`config.mk`:
```
export PLATFORM = sky130hd
export DESIGN_NAME = bin_tape_loader_flat
export DESIGN_NICKNAME = d
export VERILOG_FILES = /design/src/rtl/bin_tape_loader_pkg.sv /design/src/rtl/bin_tape_loader_if.sv /design/src/rtl/bin_tape_loader_frame_decoder.sv /design/src/rtl/bin_tape_loader.sv /design/src/flat_wrapper.sv
export SDC_FILE = /design/constraint.sdc
export NUM_CORES = 1
export LEC_CHECK = 0
export BUFFER_PORTS_ARGS = -buffer_cell sky130_fd_sc_hd__buf_4
export CAP_MARGIN = 20
export CORE_MARGIN = 2
export CORE_UTILIZATION = 40
export DETAILED_ROUTE_END_ITERATION = 10
export SYNTH_ARGS = -nofsm -noshare
export SYNTH_HDL_FRONTEND = slang
export SYNTH_SLANG_ARGS = --single-unit
```
`constraint.sdc`:
```
create_clock -name clk -period 6.5 [get_ports clk]
set_input_delay 0.975 -clock clk [delete_from_list [all_inputs] [get_ports clk]]
set_output_delay 0.975 -clock clk [all_outputs]
set_load 0.1 [all_outputs]
```
`src/rtl/bin_tape_loader_pkg.sv`:
```
// rtl/bin_tape_loader_pkg.sv - shared types and frame constants for the BIN tape loader
package bin_tape_loader_pkg;

    typedef logic [11:0] word;

    localparam logic [7:0] BIN_LEADER     = 8'o200;
    localparam int         BIN_ORIGIN_BIT = 6;
    localparam int         BIN_FIELD_BIT  = 7;

    localparam int PAGES          = 32;
    localparam int WORDS_PER_PAGE = 128;
    localparam int MEM_WORDS      = PAGES * WORDS_PER_PAGE;

    typedef enum logic [2:0] {
        ST_IDLE,
        ST_LEADER,
        ST_HIGH,
        ST_LOW,
        ST_COMMIT,
        ST_WAIT_MEM,
        ST_DONE,
        ST_ERROR
    } loader_state_t;

    typedef enum logic [1:0] {
        FR_LEADER,
        FR_FIELD,
        FR_ORIGIN,
        FR_DATA
    } frame_class_t;

    // Memory is one flat 4K-word field, so the top address wraps to zero.
    function automatic word next_address(input word addr);
        return (addr == word'(MEM_WORDS - 1)) ? '0 : addr + 12'd1;
    endfunction

    // BIN checksum sums whole frame bytes, including the origin flag bit.
    function automatic word add_frames(input word sum, input logic [7:0] hi, input logic [7:0] lo);
        return sum + {4'b0000, hi} + {4'b0000, lo};
    endfunction

endpackage

```
`src/rtl/bin_tape_loader_if.sv`:
```
// rtl/bin_tape_loader_if.sv - tape byte stream and memory write bus between source/memory and loader
interface bin_tape_loader_if;
    import bin_tape_loader_pkg::*;

    logic [7:0] rx_data;
    logic       rx_valid;
    logic       rx_ready;
    word        mem_address;
    word        mem_write_data;
    logic       mem_write_enable;
    logic       mem_finished;

    modport master (
        output rx_data, rx_valid, mem_finished,
        input  rx_ready, mem_address, mem_write_data, mem_write_enable
    );

    modport slave (
        input  rx_data, rx_valid, mem_finished,
        output rx_ready, mem_address, mem_write_data, mem_write_enable
    );

endinterface

```
`src/rtl/bin_tape_loader_frame_decoder.sv`:
```
// rtl/bin_tape_loader_frame_decoder.sv - combinational classifier for one BIN tape frame
module bin_tape_loader_frame_decoder
    import bin_tape_loader_pkg::*;
#(
    parameter logic [7:0] LEADER_BYTE = BIN_LEADER
) (
    input  logic [7:0]   frame,
    output frame_class_t frame_class,
    output logic         low_bad
);

    always_comb begin
        frame_class = FR_DATA;
        if (frame == LEADER_BYTE) begin
            frame_class = FR_LEADER;
        end else if (frame[BIN_FIELD_BIT]) begin
            frame_class = FR_FIELD;
        end else if (frame[BIN_ORIGIN_BIT]) begin
            frame_class = FR_ORIGIN;
        end
    end

    // A low half carries only six payload bits; any flag bit there means a torn tape.
    assign low_bad = frame[BIN_FIELD_BIT] | frame[BIN_ORIGIN_BIT];

endmodule

```
`src/rtl/bin_tape_loader.sv`:
```
// rtl/bin_tape_loader.sv - decodes a PDP-8 BIN tape stream and deposits words into memory
module bin_tape_loader
    import bin_tape_loader_pkg::*;
#(
    parameter logic [7:0] LEADER_BYTE = BIN_LEADER,
    parameter word        DEFAULT_PC  = 12'o200
) (
    input  logic               clk,
    input  logic               btnCpuReset,
    input  logic               load_start,
    bin_tape_loader_if.slave   bus,
    output logic               busy,
    output logic               done,
    output logic               checksum_error,
    output word                start_pc,
    output word                words_written
);

    loader_state_t state, state_next;
    frame_class_t  frame_class;
    logic          low_bad;
    logic          rx_ready_c;
    logic          accept;
    logic          is_word_frame;
    logic          trailer_ok;

    logic [7:0] hi_byte;
    logic [7:0] cur_hi, cur_lo;
    logic [7:0] pend_hi, pend_lo;
    logic       pend_valid;
    word        pend_value;
    word        sum;
    logic       origin_seen;

    word  mem_addr_q, mem_data_q;
    logic mem_we_q;

    bin_tape_loader_frame_decoder #(.LEADER_BYTE(LEADER_BYTE)) u_decoder (
        .frame       (bus.rx_data),
        .frame_class (frame_class),
        .low_bad     (low_bad)
    );

    assign is_word_frame = (frame_class == FR_ORIGIN) || (frame_class == FR_DATA);
    assign pend_value    = {pend_hi[5:0], pend_lo[5:0]};
    // The last pending word before the trailer is the checksum and is never written.
    assign trailer_ok    = pend_valid && !pend_hi[BIN_ORIGIN_BIT] && (pend_value == sum);
    assign accept        = bus.rx_valid && rx_ready_c;

    always_ff @(posedge clk or negedge btnCpuReset) begin
        if (!btnCpuReset) begin
            state <= ST_IDLE;
        end else begin
            state <= state_next;
        end
    end

    always_comb begin
        state_next = state;
        rx_ready_c = 1'b0;
        busy       = 1'b1;
        case (state)
            ST_IDLE: begin
                busy = 1'b0;
                if (load_start) state_next = ST_LEADER;
            end
            ST_LEADER: begin
                rx_ready_c = 1'b1;
                if (bus.rx_valid && is_word_frame) state_next = ST_LOW;
            end
            ST_HIGH: begin
                rx_ready_c = 1'b1;
                if (bus.rx_valid) begin
                    if (frame_class == FR_LEADER) begin
                        state_next = trailer_ok ? ST_DONE : ST_ERROR;
                    end else if (is_word_frame) begin
                        state_next = ST_LOW;
                    end
                end
            end
            ST_LOW: begin
                rx_ready_c = 1'b1;
                if (bus.rx_valid) begin
                    if (low_bad) begin
                        state_next = ST_ERROR;
                    end else if (pend_valid) begin
                        state_next = ST_COMMIT;
                    end else begin
                        state_next = ST_HIGH;
                    end
                end
            end
            ST_COMMIT: begin
                state_next = pend_hi[BIN_ORIGIN_BIT] ? ST_HIGH : ST_WAIT_MEM;
            end
            ST_WAIT_MEM: begin
                if (bus.mem_finished) state_next = ST_HIGH;
            end
            ST_DONE, ST_ERROR: begin
                busy       = 1'b0;
                state_next = ST_IDLE;
            end
            default: begin
                busy       = 1'b0;
                state_next = ST_IDLE;
            end
        endcase
    end

    always_ff @(posedge clk or negedge btnCpuReset) begin
        if (!btnCpuReset) begin
            hi_byte        <= '0;
            cur_hi         <= '0;
            cur_lo         <= '0;
            pend_hi        <= '0;
            pend_lo        <= '0;
            pend_valid     <= 1'b0;
            sum            <= '0;
            origin_seen    <= 1'b0;
            mem_addr_q     <= '0;
            mem_data_q     <= '0;
            mem_we_q       <= 1'b0;
            done           <= 1'b0;
            checksum_error <= 1'b0;
            start_pc       <= DEFAULT_PC;
            words_written  <= '0;
        end else begin
            case (state)
                ST_IDLE: begin
                    if (load_start) begin
                        done           <= 1'b0;
                        checksum_error <= 1'b0;
                        words_written  <= '0;
                        sum            <= '0;
                        pend_valid     <= 1'b0;
                        origin_seen    <= 1'b0;
                        start_pc       <= DEFAULT_PC;
                    end
                end
                ST_LEADER, ST_HIGH: begin
                    if (accept && is_word_frame) hi_byte <= bus.rx_data;
                end
                ST_LOW: begin
                    if (accept && !low_bad) begin
                        if (pend_valid) begin
                            cur_hi <= hi_byte;
                            cur_lo <= bus.rx_data;
                        end else begin
                            pend_hi    <= hi_byte;
                            pend_lo    <= bus.rx_data;
                            pend_valid <= 1'b1;
                        end
                    end
                end
                ST_COMMIT: begin
                    sum <= add_frames(sum, pend_hi, pend_lo);
                    if (pend_hi[BIN_ORIGIN_BIT]) begin
                        mem_addr_q <= pend_value;
                        if (!origin_seen) begin
                            start_pc    <= pend_value;
                            origin_seen <= 1'b1;
                        end
                    end else begin
                        mem_data_q <= pend_value;
                        mem_we_q   <= 1'b1;
                    end
                    pend_hi <= cur_hi;
                    pend_lo <= cur_lo;
                end
                ST_WAIT_MEM: begin
                    if (bus.mem_finished) begin
                        mem_we_q      <= 1'b0;
                        mem_addr_q    <= next_address(mem_addr_q);
                        words_written <= words_written + 12'd1;
                    end
                end
                ST_DONE:  done           <= 1'b1;
                ST_ERROR: checksum_error <= 1'b1;
                default: ;
            endcase
        end
    end

    assign bus.rx_ready         = rx_ready_c;
    assign bus.mem_address      = mem_addr_q;
    assign bus.mem_write_data   = mem_data_q;
    assign bus.mem_write_enable = mem_we_q;

endmodule
```
`src/flat_wrapper.sv`:
```
// flat-port wrapper written by rule: the top's interface ports become plain ports
module bin_tape_loader_flat import bin_tape_loader_pkg::*;
#(
    parameter logic [7:0] LEADER_BYTE = BIN_LEADER,
    parameter word        DEFAULT_PC  = 12'o200
)
  (clk, btnCpuReset, load_start, busy, done, checksum_error, start_pc, words_written, bus_rx_data, bus_rx_valid, bus_mem_finished, bus_rx_ready, bus_mem_address, bus_mem_write_data, bus_mem_write_enable);
  bin_tape_loader_if bus_i ();
  input  logic clk;
  input  logic btnCpuReset;
  input  logic load_start;
  output logic busy;
  output logic done;
  output logic checksum_error;
  output word start_pc;
  output word words_written;
  input wire logic [$bits(bus_i.rx_data)-1:0] bus_rx_data;
  input wire logic [$bits(bus_i.rx_valid)-1:0] bus_rx_valid;
  input wire logic [$bits(bus_i.mem_finished)-1:0] bus_mem_finished;
  output wire logic [$bits(bus_i.rx_ready)-1:0] bus_rx_ready;
  output wire logic [$bits(bus_i.mem_address)-1:0] bus_mem_address;
  output wire logic [$bits(bus_i.mem_write_data)-1:0] bus_mem_write_data;
  output wire logic [$bits(bus_i.mem_write_enable)-1:0] bus_mem_write_enable;
  assign bus_i.rx_data = bus_rx_data;
  assign bus_i.rx_valid = bus_rx_valid;
  assign bus_i.mem_finished = bus_mem_finished;
  assign bus_rx_ready = bus_i.rx_ready;
  assign bus_mem_address = bus_i.mem_address;
  assign bus_mem_write_data = bus_i.mem_write_data;
  assign bus_mem_write_enable = bus_i.mem_write_enable;
  bin_tape_loader #(.LEADER_BYTE(LEADER_BYTE), .DEFAULT_PC(DEFAULT_PC)) u_core (.clk(clk), .btnCpuReset(btnCpuReset), .load_start(load_start), .bus(bus_i), .busy(busy), .done(done), .checksum_error(checksum_error), .start_pc(start_pc), .words_written(words_written));
endmodule
```
==> flow_summary.json, run 1 <==
{
  "status": "finished, final reports clean",
  "fmax_ghz": 0.3361,
  "cts.path.max_buffers": 2,
  "cts_setup_buffers": 0,
  "areaGrowthSynthToFinish_pct": 17.42,
  "path_max_fanout": 24,
  "cts-root-buf": "clkbuf_16",
  "finalCritPeriodShare_pct": 45.77,
  "synth_compound_area_share_pct": 13.98,
  "slowest_stage": "dfrtp_1",
  "setup_tns_ps": 0,
  "layoutNonFillerInstCount": 767,
  "nNetsFinal": 624,
  "dp.cells": 750,
  "syn_area_um2": 5539,
  "syn-mean-instance-area_um2": 10.51,
  "crit_family": "flip-flops",
  "worst_r2r_path_depth": 8,
  "vias": 4221,
  "grt_remaining_overflow": 0,
  "io_buffers": 65,
  "drv_slew": 0,
  "cp-endpoint": "bus_rx_ready",
  "vias_per_cell": 5.503,
  "synth_commonest_cells": "dfrtp_1 (107), nand2_1 (74), o21ai_0 (39), nor2_1 (34), mux2_2 (33)",
  "synth_ff_type": "dfrtp_1",
  "min_period_ps": 2975,
  "worst_path_largest_cell_delay_ps": 920,
  "wl_per_cell_um": 17.92,
  "dpl_worst_slack_ps": 3484,
  "drive_gt1_share_pct": 22.34,
  "grt_pass1_vias": 4232,
  "ctsResizeCount": 0,
  "vdd_drop_max_mv": 0.2620,
  "start_util_pct": 41.34,
  "final_hold_viol_count": 0,
  "dieArea_um2": 14800,
  "die_y_um": 121.7,
  "synth_top_cell_area_share_pct": 48.34,
  "cp.required_ps": 5520,
  "ys_async_sr_fraction_pct": 100.0,
  "ios": 66,
  "startpoint": "u_core.state[1]",
  "skew_ps": 5.234,
  "slew_headroom_pct": 33.28,
  "drtIter0Drc": 380,
  "holdBufCountCts": 0,
  "rrSetupSlack_ps": 3620,
  "worstPathArrival_ps": 2000,
  "path_class": "flop to output pin",
  "dr.pass1.iters": 5,
  "grt_first_pass_wirelength_um": 22630,
  "synth_area_leaders": "dfrtp_1 (48%), mux2_2 (6.7%), nand2_1 (5.0%), ha_1 (3.6%), o21ai_0 (3.5%)",
  "place.gp.congestion": 0.8537,
  "yosys.area_share.simple_pct": 14.84,
  "dpl-instance-area_um2": 6196,
  "ys_types": 54,
  "postLayoutCoreUtil_pct": 48.53,
  "hpwl_um": 9634,
  "drcViolationCount": 0,
  "synth_top_area_cell": "dfrtp_1",
  "syn-num-nets": 565,
  "h-tree-depth": 3,
  "rsz0062_at_grt": "no",
  "clk_pin_slew_ps": 70,
  "synth.area.mux_share_pct": 9.962,
  "worstMarginPinSlew_ps": 1001,
  "crit_top_cell": "nor2_1",
  "synth_adder_area_share_pct": 6.867,
  "cap_viol_max_count": 0,
  "final_area_um2": 6504,
  "synth_most_common_cell": "dfrtp_1",
  "r2r-start": "u_core.pend_lo[1]",
  "synth_xor_area_share_pct": 3.004,
  "start_kind": "flop",
  "power_density_nw_per_um2": 571.2,
  "yosys_register_bits": 108,
  "die_width_um": 121.7,
  "path_buf_inv": 1,
  "grt_max_degree": 56,
  "cts_tree": "built",
  "cp.depth": 3,
  "critPathCaptureType": "output pin",
  "worstHoldStart": "u_core.start_pc[5]",
  "syn_inst": 527,
  "rr_endpoint": "u_core.sum[11]",
  "cts_buffers": 9,
  "yosysWarningCount": 0,
  "hold_path.class": "flop to flop",
  "synth_top_family_by_area": "simple AND/OR/NAND/NOR gates",
  "core-area_um2": 13400,
  "synth_edf_count": 0,
  "grt.total_usage_pct": 19.78,
  "clkLatencyLatePin_ps": 350,
  "antenna_found_initial": 0,
  "synth-seq-area-share_pct": 48.81,
  "num_antenna_cells": 0,
  "setup_viol": 0,
  "ant_nets": 0,
  "power_leakage_uw": 0.003000,
  "drt_wl_total_um": 13740,
  "path_cells": "nor2_1 > nor2_1 > buf_4",
  "setup_ws_ps": 3525,
  "rows": 42,
  "clock-sinks": 108
}
==> worst min path at each step <==
stage	end	slack, ps	cells past startpoint
finish	u_core.start_pc[5]	470	2
global placement	u_core.start_pc[3]	450	2
detailed placement	u_core.start_pc[5]	460	2
floorplan	u_core.cur_lo[6]	460	1
global route	u_core.start_pc[5]	500	2
CTS	u_core.start_pc[5]	480	2
==> worst min-delay path, cell delays in order (launching register included) <==
cell     delay (ps)
dfrtp_1         350
nand2_1          50
nand2_1          50
==> per-layer routing <==
metal	track usage (%)	wire length, um	vias to the layer above
met5	0	0	-
met4	4.885	183	0
met3	4.822	672	14
met2	30.51	6419	111
met1	28.20	6467	2100
li1	-	-	1996
==> kinds of logic (layout without fill, tap and decap cells) <==
group / after synthesis / count (layout)
mux: 51 / 51
compound gates: 116 / 116
flops: 108 / 108
simple gates: 176 / 176
fa+ha+maj: 25 / 25
xor+xnor: 19 / 19
buf+inv: 32 / 96
==> layout make-up <==
cell class,instances,area (um2)
fill,1266,6897
clock buffer,9,225.2
timing repair buffer,73,548.0
sequential,108,2704
multi-input combinational,387,2705
inverter,7,26.28
clock inverter,7,75.07
tap,176,220.2
==> state kept, by name (all words and copies together), names as in the netlist <==
signal	count
u_core.bus.mem_address	12
u_core.bus.mem_write_data	12
u_core.start_pc	12
u_core.sum	12
u_core.words_written	12
u_core.cur_hi	8
u_core.cur_lo	8
u_core.hi_byte	8
u_core.pend_hi	8
u_core.pend_lo	8
u_core.state	3
u_core.bus.mem_write_enable	1
u_core.checksum_error	1
u_core.done	1
u_core.origin_seen	1
u_core.pend_valid	1
==> cells in the final DEF (no fill, tap or decap), drive strengths merged, types with 2 or more instances in the layout <==
cell and instances:
dfrtp 107, nand2 74, buf 72, o21ai 39
nor2 35, mux2 33, a21oi 27, nand3 25
mux2i 18, ha 16, a22o 11, xor2 10
nor3 10, clkbuf 10, xnor2 9, fa 9
inv 8, o31ai 6, nand4 5, a211oi 5
and3 5, o211ai 4, nand2b 4, and4 3
nor2b 3, o21a 3, a31oi 3, a21o 3
clkinvlp 3, nor4 2, nor4b 2, a2111oi 2
o41ai 2, nor3b 2, or3b 2, clkinv 2
==> through the flow <==
stage                     power [uW]  hold WS [ps]
final                           3715         471.3
after global routing            3962         495.7
after CTS                       3739         477.6
after detailed placement        3165         460.6
after global placement          3123         452.3
after floorplan                 2681         464.7
==> where the power goes <==
group	switching, uW	internal [uW]
registers	340	906
logic	1300	610
clock network	257	300
(Power assumes the default switching activity.)
==> run 2: changes to the inputs <==
- ABC_AREA: not set -> 1
- clock period: 6.5 -> 2.57 ns (I/O delays scaled with it)
==> run 2 against run 1 <==
Final cell count increased by 23%. Clock skew is 2.1 ps higher. Worst setup slack got worse by 3300 ps. Non-clock buffer count up 1. Utilization fell by 0.51 points. Via count rose by 13%. Largest cell class is now flip-flops and latches. Highest routed layer unchanged. Count of clock-buffer cells in the layout rose by 2.
==> flow_summary.json, run 2 <==
{
  "status": "finished, final reports clean",
  "rr_endpoint": "u_core.sum[9]",
  "fmax_ghz": 0.4294,
  "ys_types": 42,
  "grt_remaining_overflow": 0,
  "syn-num-nets": 736,
  "drive_gt1_share_pct": 16.08,
  "die_y_um": 124.3,
  "cts_setup_buffers": 0,
  "synth_top_cell_area_share_pct": 46.28,
  "cts-root-buf": "clkbuf_16",
  "vias_per_cell": 5.035,
  "rows": 43,
  "synth_ff_type": "dfrtp_1",
  "layoutNonFillerInstCount": 945,
  "syn-mean-instance-area_um2": 8.289,
  "start_kind": "flop",
  "cts_tree": "built",
  "ios": 66,
  "grt_first_pass_wirelength_um": 24010,
  "setup_ws_ps": 240.9,
  "syn_inst": 698,
  "drv_slew": 0,
  "core-area_um2": 13990,
  "rrSetupSlack_ps": 240,
  "yosys_register_bits": 108,
  "io_buffers": 65,
  "regArea_um2": 2704,
  "clock-sinks": 108,
  "final_cell_mix": "nand2_1 (165), dfrtp_1 (107), inv_1 (94)",
  "path_class": "flop to flop",
  "cts.path.max_buffers": 2,
  "dieArea_um2": 15440,
  "dr.pass1.iters": 5,
  "synth_most_common_cell": "nand2_1",
  "skew_ps": 7.328,
  "nNetsFinal": 798,
  "path_max_fanout": 3,
  "ys_async_sr_fraction_pct": 100.0,
  "final_common_cell": "nand2_1",
  "yosysWarningCount": 0,
  "drtIter0Drc": 354,
  "critPathCaptureType": "flop",
  "synth_area_leaders": "dfrtp_1 (46%), nand2_1 (11%), o21ai_0 (6.5%), inv_1 (6.1%), nand3_1 (3.6%)",
  "worstPathArrival_ps": 2560,
  "num_antenna_cells": 0,
  "vias": 4758,
  "antenna_found_initial": 0,
  "slew_headroom_pct": 40.45,
  "drt_wl_total_um": 14290,
  "final_hold_viol_count": 0,
  "fillers": 1382,
  "drcViolationCount": 0,
  "grt_max_degree": 48,
  "multi_input_area_um2": 2560,
  "h-tree-depth": 3,
  "r2r-start": "u_core.sum[1]",
  "syn_area_um2": 5786,
  "startpoint": "u_core.sum[1]",
  "grt.total_usage_pct": 19.31,
  "wl_per_cell_um": 15.12,
  "hpwl_um": 10720,
  "hold_path.class": "input port to async pin",
  "finalCritPeriodShare_pct": 90.62,
  "ant_nets": 0,
  "cap_viol_max_count": 0,
  "place.gp.congestion": 0.8680,
  "dpl_worst_slack_ps": 142.1,
  "synth_edf_count": 0,
  "clkLatencyLatePin_ps": 350,
  "die_width_um": 124.3,
  "areaGrowthSynthToFinish_pct": 16.11,
  "min_period_ps": 2329,
  "worstMarginPinSlew_ps": 890.3,
  "dp.cells": 929,
  "grt_pass1_vias": 4585,
  "clk_pin_slew_ps": 70,
  "synth_commonest_cells": "nand2_1 (165), dfrtp_1 (107), inv_1 (94), o21ai_0 (75), nor2_1 (46)",
  "worst_r2r_path_depth": 10,
  "holdBufCountCts": 0,
  "start_util_pct": 41.36,
  "synth_top_area_cell": "dfrtp_1",
  "rsz0062_at_grt": "no",
  "setup_viol": 0,
  "ctsResizeCount": 0,
  "cp.required_ps": 2800,
  "cts_buffers": 9,
  "setup_tns_ps": 0,
  "synth-seq-area-share_pct": 46.73
}
[run 2: worst max path at each step]
stage                           end  slack (ps)
global placement      u_core.sum[9]         240
floorplan           u_core.state[0]         130
finish                u_core.sum[9]         240
CTS                   u_core.sum[9]         130
global route         u_core.sum[11]          60
detailed placement    u_core.sum[9]         140
[run 2: metal layers]
| metal | part of all wire (%) | routed length, um | track usage (%) |
|---|---|---|---|
| met1 | 48 | 6893 | 27.87 |
| met4 | 1.8 | 256 | 5.882 |
| met3 | 5.3 | 763 | 4.467 |
| met2 | 45 | 6373 | 28.99 |
| met5 | 0 | 0 | 0 |
[run 2: cell families after synthesis]
kind of cell	count (synthesis)	synth area share (%)
AO/OA/AOI/OAI	145	14.36
XOR/XNOR	4	0.6056
adder cells (fa/ha/maj)	25	6.574
buffers and inverters	123	9.018
flip-flops	108	46.73
multiplexers	1	0.2594
AND/OR/NAND/NOR	292	22.45
[run 2: worst max-delay path, cell delays in order, from the launching register on]
cell and delay (ps):
dfrtp_1 420, fa_1 550, ha_1 210, fa_1 220, nand2_1 70, o21ai_1 250, nand4_1 130, nand2_1 130
nand2_1 80, nand3_1 70, o21ai_0 80
[run 2: through the flow]
| step | hold WS [ps] | area [um2] | util, % |
|---|---|---|---|
| after floorplan | 89.91 | 5786 | - |
| after global placement | 454.1 | 6432 | 45.98 |
| after detailed placement | 460.6 | 6432 | 45.98 |
| after CTS | 78.07 | 6718 | 48.02 |
| after global routing | 99.74 | 6718 | 48.02 |
| final | 66.09 | 6718 | 48.02 |
[run 2: layout make-up]
type                    instances  share of cell area (%)
multi-input cells             467                   38.11
clock inverters                 5                  0.7823
flip-flops and latches        108                   40.25
inverters                     100                   5.588
repair buffers                 74                   8.456
well taps                     180                   3.353
clock buffers                  11                   3.464
Power of run 2 is left out: the tool's default activity adds up to more than one toggle a clock period on the data nets, which glitch-free logic cannot reach.
==> run 3: changes to the inputs <==
- CORE_ASPECT_RATIO: not set -> 0.75
- CORE_MARGIN: 2 -> 4
- CTS_BUF_LIST: not set -> sky130_fd_sc_hd__clkbuf_8 sky130_fd_sc_hd__clkbuf_16
==> run 3 against run 2 <==
Register-to-register slack improved by 30 ps. Non-clock buffer count rose by 2. Final cell count rose by 1.8%. Cell area rose by 1.0%. Die area rose by 6.7%. Via count rose by 1.8%. Critical endpoint is now u_core.sum[8]. Highest routed layer unchanged.
==> flow_summary.json, run 3 (synthesized netlist as in run 2, its figures left out) <==
{
  "status": "finished, final reports clean",
  "final_common_cell": "nand2_1",
  "final_cell_mix": "nand2_1 (165), dfrtp_1 (107), inv_1 (95)",
  "start_kind": "flop",
  "drv_slew": 0,
  "clock-sinks": 108,
  "fillers": 1364,
  "cts_setup_buffers": 0,
  "cp.required_ps": 2860,
  "setup_tns_ps": 0,
  "dp.cells": 946,
  "grt_pass1_vias": 4691,
  "cap_viol_max_count": 0,
  "areaGrowthSynthToFinish_pct": 17.32,
  "start_util_pct": 41.52,
  "place.gp.congestion": 0.9110,
  "dieArea_um2": 16470,
  "drt_wl_total_um": 14990,
  "cts_tree": "built",
  "use_met2_pct": 26.45,
  "worstPathArrival_ps": 2600,
  "critPathCaptureType": "flop",
  "core-area_um2": 13930,
  "grt_max_degree": 48,
  "hpwl_um": 11170,
  "cts_buffers": 9,
  "ant_nets": 0,
  "rows": 37,
  "setup_viol": 0,
  "path_buf_inv": 0,
  "cts.path.max_buffers": 2,
  "vias": 4843,
  "use_met1_pct": 29.68,
  "drive_gt1_share_pct": 16.56,
  "worst_path_largest_cell_delay_ps": 510,
  "dpl-instance-area_um2": 6466,
  "grt_first_pass_wirelength_um": 25030,
  "postLayoutCoreUtil_pct": 48.71,
  "path_class": "flop to flop",
  "rsz0062_at_grt": "no",
  "final_hold_viol_count": 0,
  "min_period_ps": 2303,
  "path_max_fanout": 5,
  "ios": 66,
  "finalCritPeriodShare_pct": 89.63,
  "skew_ps": 7.039,
  "final_area_um2": 6788,
  "cts-root-buf": "clkbuf_16",
  "grt_busiest_layer": "met1",
  "die_width_um": 146.9,
  "grt.total_usage_pct": 18.85,
  "die_y_um": 112.2,
  "dr.pass1.iters": 5,
  "antenna_found_initial": 0,
  "crit_top_cell": "nand2_1",
  "vias_per_cell": 5.034,
  "io_buffers": 65,
  "hold_path.class": "input port to async pin",
  "crit_family": "adder cells",
  "path_cells": "fa_1 > ha_1 > a21oi_1 > nand2_1 > nand3_1 > nand2_1 > nand2_1 > nand2_1 > nand2_1 > nand3_1 > nand2_1",
  "slowest_stage": "fa_1",
  "grt_remaining_overflow": 0,
  "drcViolationCount": 0,
  "nNetsFinal": 800,
  "wl_per_cell_um": 15.59,
  "clk_pin_slew_ps": 70,
  "worstMarginPinSlew_ps": 608.8,
  "grt_use_met3_pct": 3.914,
  "num_antenna_cells": 0,
  "h-tree-depth": 3,
  "clkLatencyLatePin_ps": 350,
  "drtIter0Drc": 387,
  "layoutNonFillerInstCount": 962,
  "fmax_ghz": 0.4341,
  "slew_headroom_pct": 59.41
}
-- run 3: layout make-up --
class	instances	area [um2]	area share (%)
Multi-Input combinational cell	467	2564	37.77
Clock inverter	7	92.59	1.364
Sequential cell	108	2704	39.83
Clock buffer	9	225.2	3.318
Tap cell	195	244.0	3.594
Inverter	100	375.4	5.530
Timing Repair Buffer	76	583.1	8.590
-- run 3: repair_timing --
item	CTS	global route
hold buffers	0	0
endpoints found under the hold margin	0	0
resized for setup	0	2
setup endpoints to repair	0	2
-- run 3: metal layers --
metal	wire, um	vias to the layer above	share of wire, %
li1	-	2382	-
met1	7626	2290	51
met2	6201	158	41
met3	975	13	6.5
met4	190	0	1.3
met5	0	-	0
-- run 3: metrics by stage --
step | hold slack, ps | worst slack, ps
3_5_place_dp | 446.0 | 60.36
5_1_grt | 90.39 | 78.68
4_1_cts | 65.63 | 65.12
2_1_floorplan | 89.91 | 126.0
3_3_place_gp | 442.8 | 169.0
6_report | 50.85 | 266.6
-- run 3: worst register-to-register path, stage by stage (launching register included) --
cell and delay [ps]:
dfrtp_1 460, fa_1 510, ha_1 370, a21oi_1 290, nand2_1 110, nand3_1 80, nand2_1 90, nand2_1 100
nand2_1 60, nand2_1 60, nand3_1 70, nand2_1 70
-- run 3: final timing paths --
path,endpoint,cells after the start,from,slack [ps]
max in group asynchronous,u_core.cur_hi[0],2,btnCpuReset,1800
setup / recovery,u_core.sum[8],11,u_core.pend_lo[3],270
setup reg to reg,u_core.sum[8],11,u_core.pend_lo[3],270
hold / removal,u_core.start_pc[5],1,btnCpuReset,50
min in group clk,u_core.hi_byte[0],3,bus_rx_data[0],250
hold reg to reg,u_core.cur_lo[6],2,u_core.cur_lo[6],470
Power of run 3 is left out for the same reason.
